[src/rtl/alu_arbiter.sv]
// ---------------------------------------------------------------------------
// alu_arbiter
//   Shares one combinational ALU between two requesters. A round-robin grant
//   is issued from IDLE, the winning operation is latched and driven to the
//   ALU for one EXEC cycle, and the result is held in RESP until the consumer
//   takes it. Only one operation is ever in flight.
//
// Ports
//   clk, rst_n                      clock, async active-low reset
//   reqN_valid / reqN_ready         requester N handshake (ready is
//                                   combinational, only ever high in IDLE)
//   reqN_A, reqN_B, reqN_ctrl,      operands, ALU op code and flag-update
//   reqN_setf                       enable of requester N
//   alu_A, alu_B, alu_ctrl          registered drive to the shared ALU
//   alu_Y, alu_CO, alu_OVF,         combinational ALU result and flags
//   alu_Z, alu_N
//   rsp_valid, rsp_id, rsp_Y        response to the requester rsp_id
//   rsp_ready                       consumer accepts the response
//   flag_N, flag_Z, flag_C, flag_V  architectural flag register
// ---------------------------------------------------------------------------
module alu_arbiter #(
    parameter int WIDTH = 32
) (
    input  logic             clk,
    input  logic             rst_n,

    input  logic             req0_valid,
    input  logic             req1_valid,
    output logic             req0_ready,
    output logic             req1_ready,
    input  logic [WIDTH-1:0] req0_A,
    input  logic [WIDTH-1:0] req0_B,
    input  logic [WIDTH-1:0] req1_A,
    input  logic [WIDTH-1:0] req1_B,
    input  logic [2:0]       req0_ctrl,
    input  logic [2:0]       req1_ctrl,
    input  logic             req0_setf,
    input  logic             req1_setf,

    output logic [WIDTH-1:0] alu_A,
    output logic [WIDTH-1:0] alu_B,
    output logic [2:0]       alu_ctrl,
    input  logic [WIDTH-1:0] alu_Y,
    input  logic             alu_CO,
    input  logic             alu_OVF,
    input  logic             alu_Z,
    input  logic             alu_N,

    output logic             rsp_valid,
    output logic             rsp_id,
    output logic [WIDTH-1:0] rsp_Y,
    input  logic             rsp_ready,

    output logic             flag_N,
    output logic             flag_Z,
    output logic             flag_C,
    output logic             flag_V
);

    typedef enum logic [1:0] {
        IDLE = 2'd0,
        EXEC = 2'd1,
        RESP = 2'd2
    } state_t;

    state_t state, state_nxt;
    logic   grant0, grant1;
    logic   last_grant;   // id of the most recent grant
    logic   setf_q;       // latched flag-update enable of the op in flight

    // Next state and grant decision. With both requesters valid the one not
    // granted last wins; a lone requester always wins.
    always_comb begin
        state_nxt = state;
        grant0    = 1'b0;
        grant1    = 1'b0;
        case (state)
            IDLE: begin
                if (req0_valid && (!req1_valid || last_grant))
                    grant0 = 1'b1;
                else if (req1_valid)
                    grant1 = 1'b1;
                if (grant0 || grant1)
                    state_nxt = EXEC;
            end
            EXEC:    state_nxt = RESP;
            RESP:    if (rsp_ready) state_nxt = IDLE;
            default: state_nxt = IDLE;
        endcase
    end

    // Ready is combinational from the grant; masked while reset is held so no
    // handshake can complete during reset.
    assign req0_ready = grant0 & rst_n;
    assign req1_ready = grant1 & rst_n;
    assign rsp_valid  = (state == RESP);

    always_ff @(posedge clk or negedge rst_n) begin
        if (!rst_n)
            state <= IDLE;
        else
            state <= state_nxt;
    end

    // Operation latch, result capture and flag register.
    always_ff @(posedge clk or negedge rst_n) begin
        if (!rst_n) begin
            alu_A      <= '0;
            alu_B      <= '0;
            alu_ctrl   <= 3'b000;
            setf_q     <= 1'b0;
            rsp_id     <= 1'b0;
            rsp_Y      <= '0;
            last_grant <= 1'b1;   // requester 0 wins the first contested grant
            flag_N     <= 1'b0;
            flag_Z     <= 1'b0;
            flag_C     <= 1'b0;
            flag_V     <= 1'b0;
        end else begin
            if (grant0 || grant1) begin
                alu_A      <= grant1 ? req1_A    : req0_A;
                alu_B      <= grant1 ? req1_B    : req0_B;
                alu_ctrl   <= grant1 ? req1_ctrl : req0_ctrl;
                setf_q     <= grant1 ? req1_setf : req0_setf;
                rsp_id     <= grant1;
                last_grant <= grant1;
            end
            if (state == EXEC) begin
                rsp_Y <= alu_Y;
                if (setf_q) begin
                    flag_N <= alu_N;
                    flag_Z <= alu_Z;
                    // Carry and overflow are only meaningful for add/sub
                    // (op codes 000..010); logic ops leave them untouched.
                    if (alu_ctrl < 3'd3) begin
                        flag_C <= alu_CO;
                        flag_V <= alu_OVF;
                    end
                end
            end
        end
    end

endmodule

[config.mk]
export PLATFORM = sky130hd
export DESIGN_NAME = alu_arbiter
export DESIGN_NICKNAME = d
export VERILOG_FILES = /design/src/rtl/alu_arbiter.sv
export SDC_FILE = /design/constraint.sdc
export NUM_CORES = 1
export LEC_CHECK = 0
export BUFFER_PORTS_ARGS = -buffer_cell sky130_fd_sc_hd__buf_4
export CORE_MARGIN = 1
export CORE_UTILIZATION = 45
export DETAILED_ROUTE_END_ITERATION = 8
export PLACE_DENSITY = 0.82
export SLEW_MARGIN = 30
export SYNTH_ARGS = -nofsm -noshare
export SYNTH_HDL_FRONTEND = slang
export SYNTH_SLANG_ARGS = --single-unit
export TNS_END_PERCENT = 20
[constraint.sdc]
create_clock -name clk -period 1.8 [get_ports clk]
set_input_delay 0.09 -clock clk [delete_from_list [all_inputs] [get_ports clk]]
set_output_delay 0.09 -clock clk [all_outputs]
set_load 0.02 [all_outputs]
==> qor.csv <==
metric,value,unit
status,"complete, no violations",
placed cell areas,7430,um2
worst ir drop on vdd,1200,uV
# rows,38,
Max Cap Viol,0,
maximum number of pins on one net before global-route repair,70,
Switching Fraction,0.428,
Worst Setup Start Kind,flip-flop,
Layout Nets,966,
combinational share of power,0.532,
depth of the worst register-to-register path,4,
final core utilization,0.748,
vias per inst,6.10,
time the final worst path needs with I/O delays and setup,1730,ps
netlist area before placement,5170,um2
die outline width,109,um
total non-filler cell area in the finished layout,8250,um2
aggregate negative setup slack,0,ps
setup slack of the most critical reg-to-reg path,70,ps
hold_sp,req1_A[1],
post-route antenna net violation count,0,
Cells after DPL,875,
clock buffers created by TritonCTS,9,
Final Total Pwr,14700,uW
NetSw,6280,uW
antenna violations before repair,3,
endpoint class of the critical path,flip-flop,
Port Buf Inserts,283,
placeable core area,11000,um2
count of synthesis-stage warnings from yosys,0,
count of H-tree levels built during CTS,3,
number of buffers between clock root and the deepest sink,2,
CTS tree,done,
final slew viol count,0,
number of violations reported at the end of detailed-routing iteration 0,478,
share of the yosys chip area belonging to registers,0.523,
net count after synthesis,670,
vias,5702,
worst-case hold path end point,alu_A[1],
number of unique standard cell types used by synthesis,23,
"Clk Latency, worst-skew pair",360,ps
overall routing resource usage,0.358,
placed wire-length estimate after detailed placement,12500,um
r2r startpoint,state[1],
clock tree skew after final layout,10.1,ps
RSZ-0062 raised after global routing,no,
part of the power in the clock network,0.160,
Worst Path Required,1940,ps
Fin. Hold Viols,0,
effective utilization at floorplan,0.469,
fraction of final layout cells with drive strength greater than 1,0.452,
clock tree root driver cell,clkbuf_16,
transition at the pin with the smallest max-transition slack,693,ps
number of failing setup endpoints in the final timing report,0,
first-pass iteration count of the detailed router,5,
peak fanout along the critical path,34,
number of stages on the worst hold path,3,
Power Dens Cells,1780,nW/um2
boundary pin count,284,
number of global-route vias before repair,5852,
synthesized instance count,493,
final WL,21300,um
clock slew at reported path FFs,80,ps
final clock period utilization by the worst path,0.962,
Chip Height,109,um
number of synthesized register bits,108,
layout overhead on the synthesized area,59.5,%
path class of the lowest-slack min-delay path,primary input to flip-flop,
filler-free cell count of the finished design,935,
weighted congestion at the end of routability-driven global placement,0.843,
average wire per standard cell,22.8,um
number of clock sinks,108,
average instance area after synthesis,10.5,um2
Slew HR,0.538,
Peak Freq,577,MHz
global-route wire length before repair,31500,um
critical register-to-register path endpoint,alu_A[13],
Crit Path Category,flip-flop to flip-flop,
overflow left after global routing,0,
DRC violations left,0,
area of the die,11900,um2
fill cell total of the finished layout,709,
proportion of power drawn by flip-flops and latches,0.309,
internal power,8390,uW
worst path arrival time,1880,ps
reported leakage power,0.00392,uW
[placed cells by master (no fill, tap or decap), types with 2 or more instances in the layout]
cell	count
mux2_2	34
dfrtp_1	107
nor2_4	2
o2111ai_1	68
nor2_1	2
dlygate4sd3_1	38
o211ai_1	68
mux2_1	2
o21ai_1	11
buf_4	294
bufinv_16	3
clkbuf_16	11
o21ai_0	60
buf_12	7
nand2b_1	2
clkinv_4	2
inv_1	72
[power by group through the flow]
stage / clock, uW / sequential, uW / combinational, uW
2_1_floorplan: 0 / 5670 / 2720
4_1_cts: 2330 / 4400 / 7330
3_5_place_dp: 0 / 4430 / 7250
5_1_grt: 2440 / 4620 / 8270
6_report: 2340 / 4520 / 7800
3_3_place_gp: 0 / 4360 / 7040
[metrics by stage]
| stage | setup slack, ps | hold WS, ps |
|---|---|---|
| after floorplan | 305 | -206 |
| after global placement | 312 | -42.9 |
| after detailed placement | 232 | -39.1 |
| after CTS | 3.30 | 4.72 |
| after global routing | 29.4 | 18.0 |
| final | 68.3 | 8.56 |
[critical path, cell delays in order (launching register included)]
cell,delay [ps]
dfrtp_1,440
or2_2,330
buf_4,250
o21ai_1,210
o211ai_1,280
[timing repair]
| action | in CTS | in global routing |
|---|---|---|
| pin swaps | 0 | 3 |
| gates cloned | 0 | 2 |
| resized for setup | 1 | 1 |
| buffers inserted | 0 | 3 |
| hold endpoints to repair | 145 | 0 |
| setup endpoints to repair | 1 | 2 |
| hold buffers | 38 | 0 |
[how the worst max path moves through the flow]
stage               slack [ps]        from  depth (start not counted)         end
floorplan                  300  last_grant                          5  req0_ready
global placement           310    state[1]                          4   alu_A[27]
detailed placement         230    state[1]                          4    alu_B[7]
CTS                          3    state[1]                          5  req0_ready
global route                30    state[0]                          5  req0_ready
finish                      70    state[1]                          4   alu_A[13]
[cell type report]
| class | instances | area, um2 | share of cell area |
|---|---|---|---|
| clock buffers | 9 | 225 | 0.0273 |
| flip-flops and latches | 108 | 2700 | 0.328 |
| inverters | 73 | 274 | 0.0332 |
| repair buffers | 341 | 2780 | 0.337 |
| diodes | 1 | 2.50 | 0.000303 |
| multi-input cells | 256 | 1960 | 0.238 |
| clock inverters | 7 | 124 | 0.0150 |
| well taps | 140 | 175 | 0.0212 |
[cell usage after synthesis]
| cell | n | area share |
|---|---|---|
| dfrtp_1 | 107 | 0.52 |
| inv_1 | 72 | 0.052 |
| o2111ai_1 | 68 | 0.12 |
| o211ai_1 | 68 | 0.099 |
| o21ai_0 | 61 | 0.059 |
| clkbuf_1 | 38 | 0.028 |
| mux2_2 | 34 | 0.074 |
| buf_2 | 16 | 0.015 |
| o21ai_1 | 10 | 0.0097 |
| buf_6 | 2 | 0.0044 |
| mux2_1 | 2 | 0.0044 |
| nand2b_1 | 2 | 0.0024 |
| nor2_1 | 2 | 0.0015 |
| nor2_2 | 2 | 0.0024 |
| a211o_1 | 1 | 0.0017 |
| a21oi_1 | 1 | 0.00097 |
| dfstp_2 | 1 | 0.0051 |
| inv_2 | 1 | 0.00073 |
| nand2_1 | 1 | 0.00073 |
| nand3_1 | 1 | 0.00097 |
| nand3_2 | 1 | 0.0019 |
| nand3b_1 | 1 | 0.0015 |
| or2_1 | 1 | 0.0012 |
[flip-flops by register name (all words and copies together) (netlist names)]
signal	flops
setf_q	1
flag_Z	1
alu_A	32
flag_C	1
flag_V	1
state	2
alu_ctrl	3
flag_N	1
last_grant	1
alu_B	32
rsp_id	1
rsp_Y	32
[routing by layer]
metal / routed length [um] / vias up / GRT usage / share of wire
li1: - / 2429 / - / -
met1: 7270 / 2747 / 0.382 / 0.34
met2: 10500 / 401 / 0.595 / 0.49
met3: 2050 / 119 / 0.112 / 0.096
met4: 1480 / 6 / 0.258 / 0.069
met5: 61 / - / 0.0268 / 0.0029
[cell families (layout without fill, tap and decap cells)]
logic type / after synthesis / in the layout / synth area share
compound gates: 209 / 209 / 0.285
buf+inv: 129 / 430 / 0.100
flops: 108 / 108 / 0.523
mux: 36 / 36 / 0.0784
other cells: 0 / 1 / 0
simple gates: 11 / 11 / 0.0126
Power figures use the tool's default switching activity.
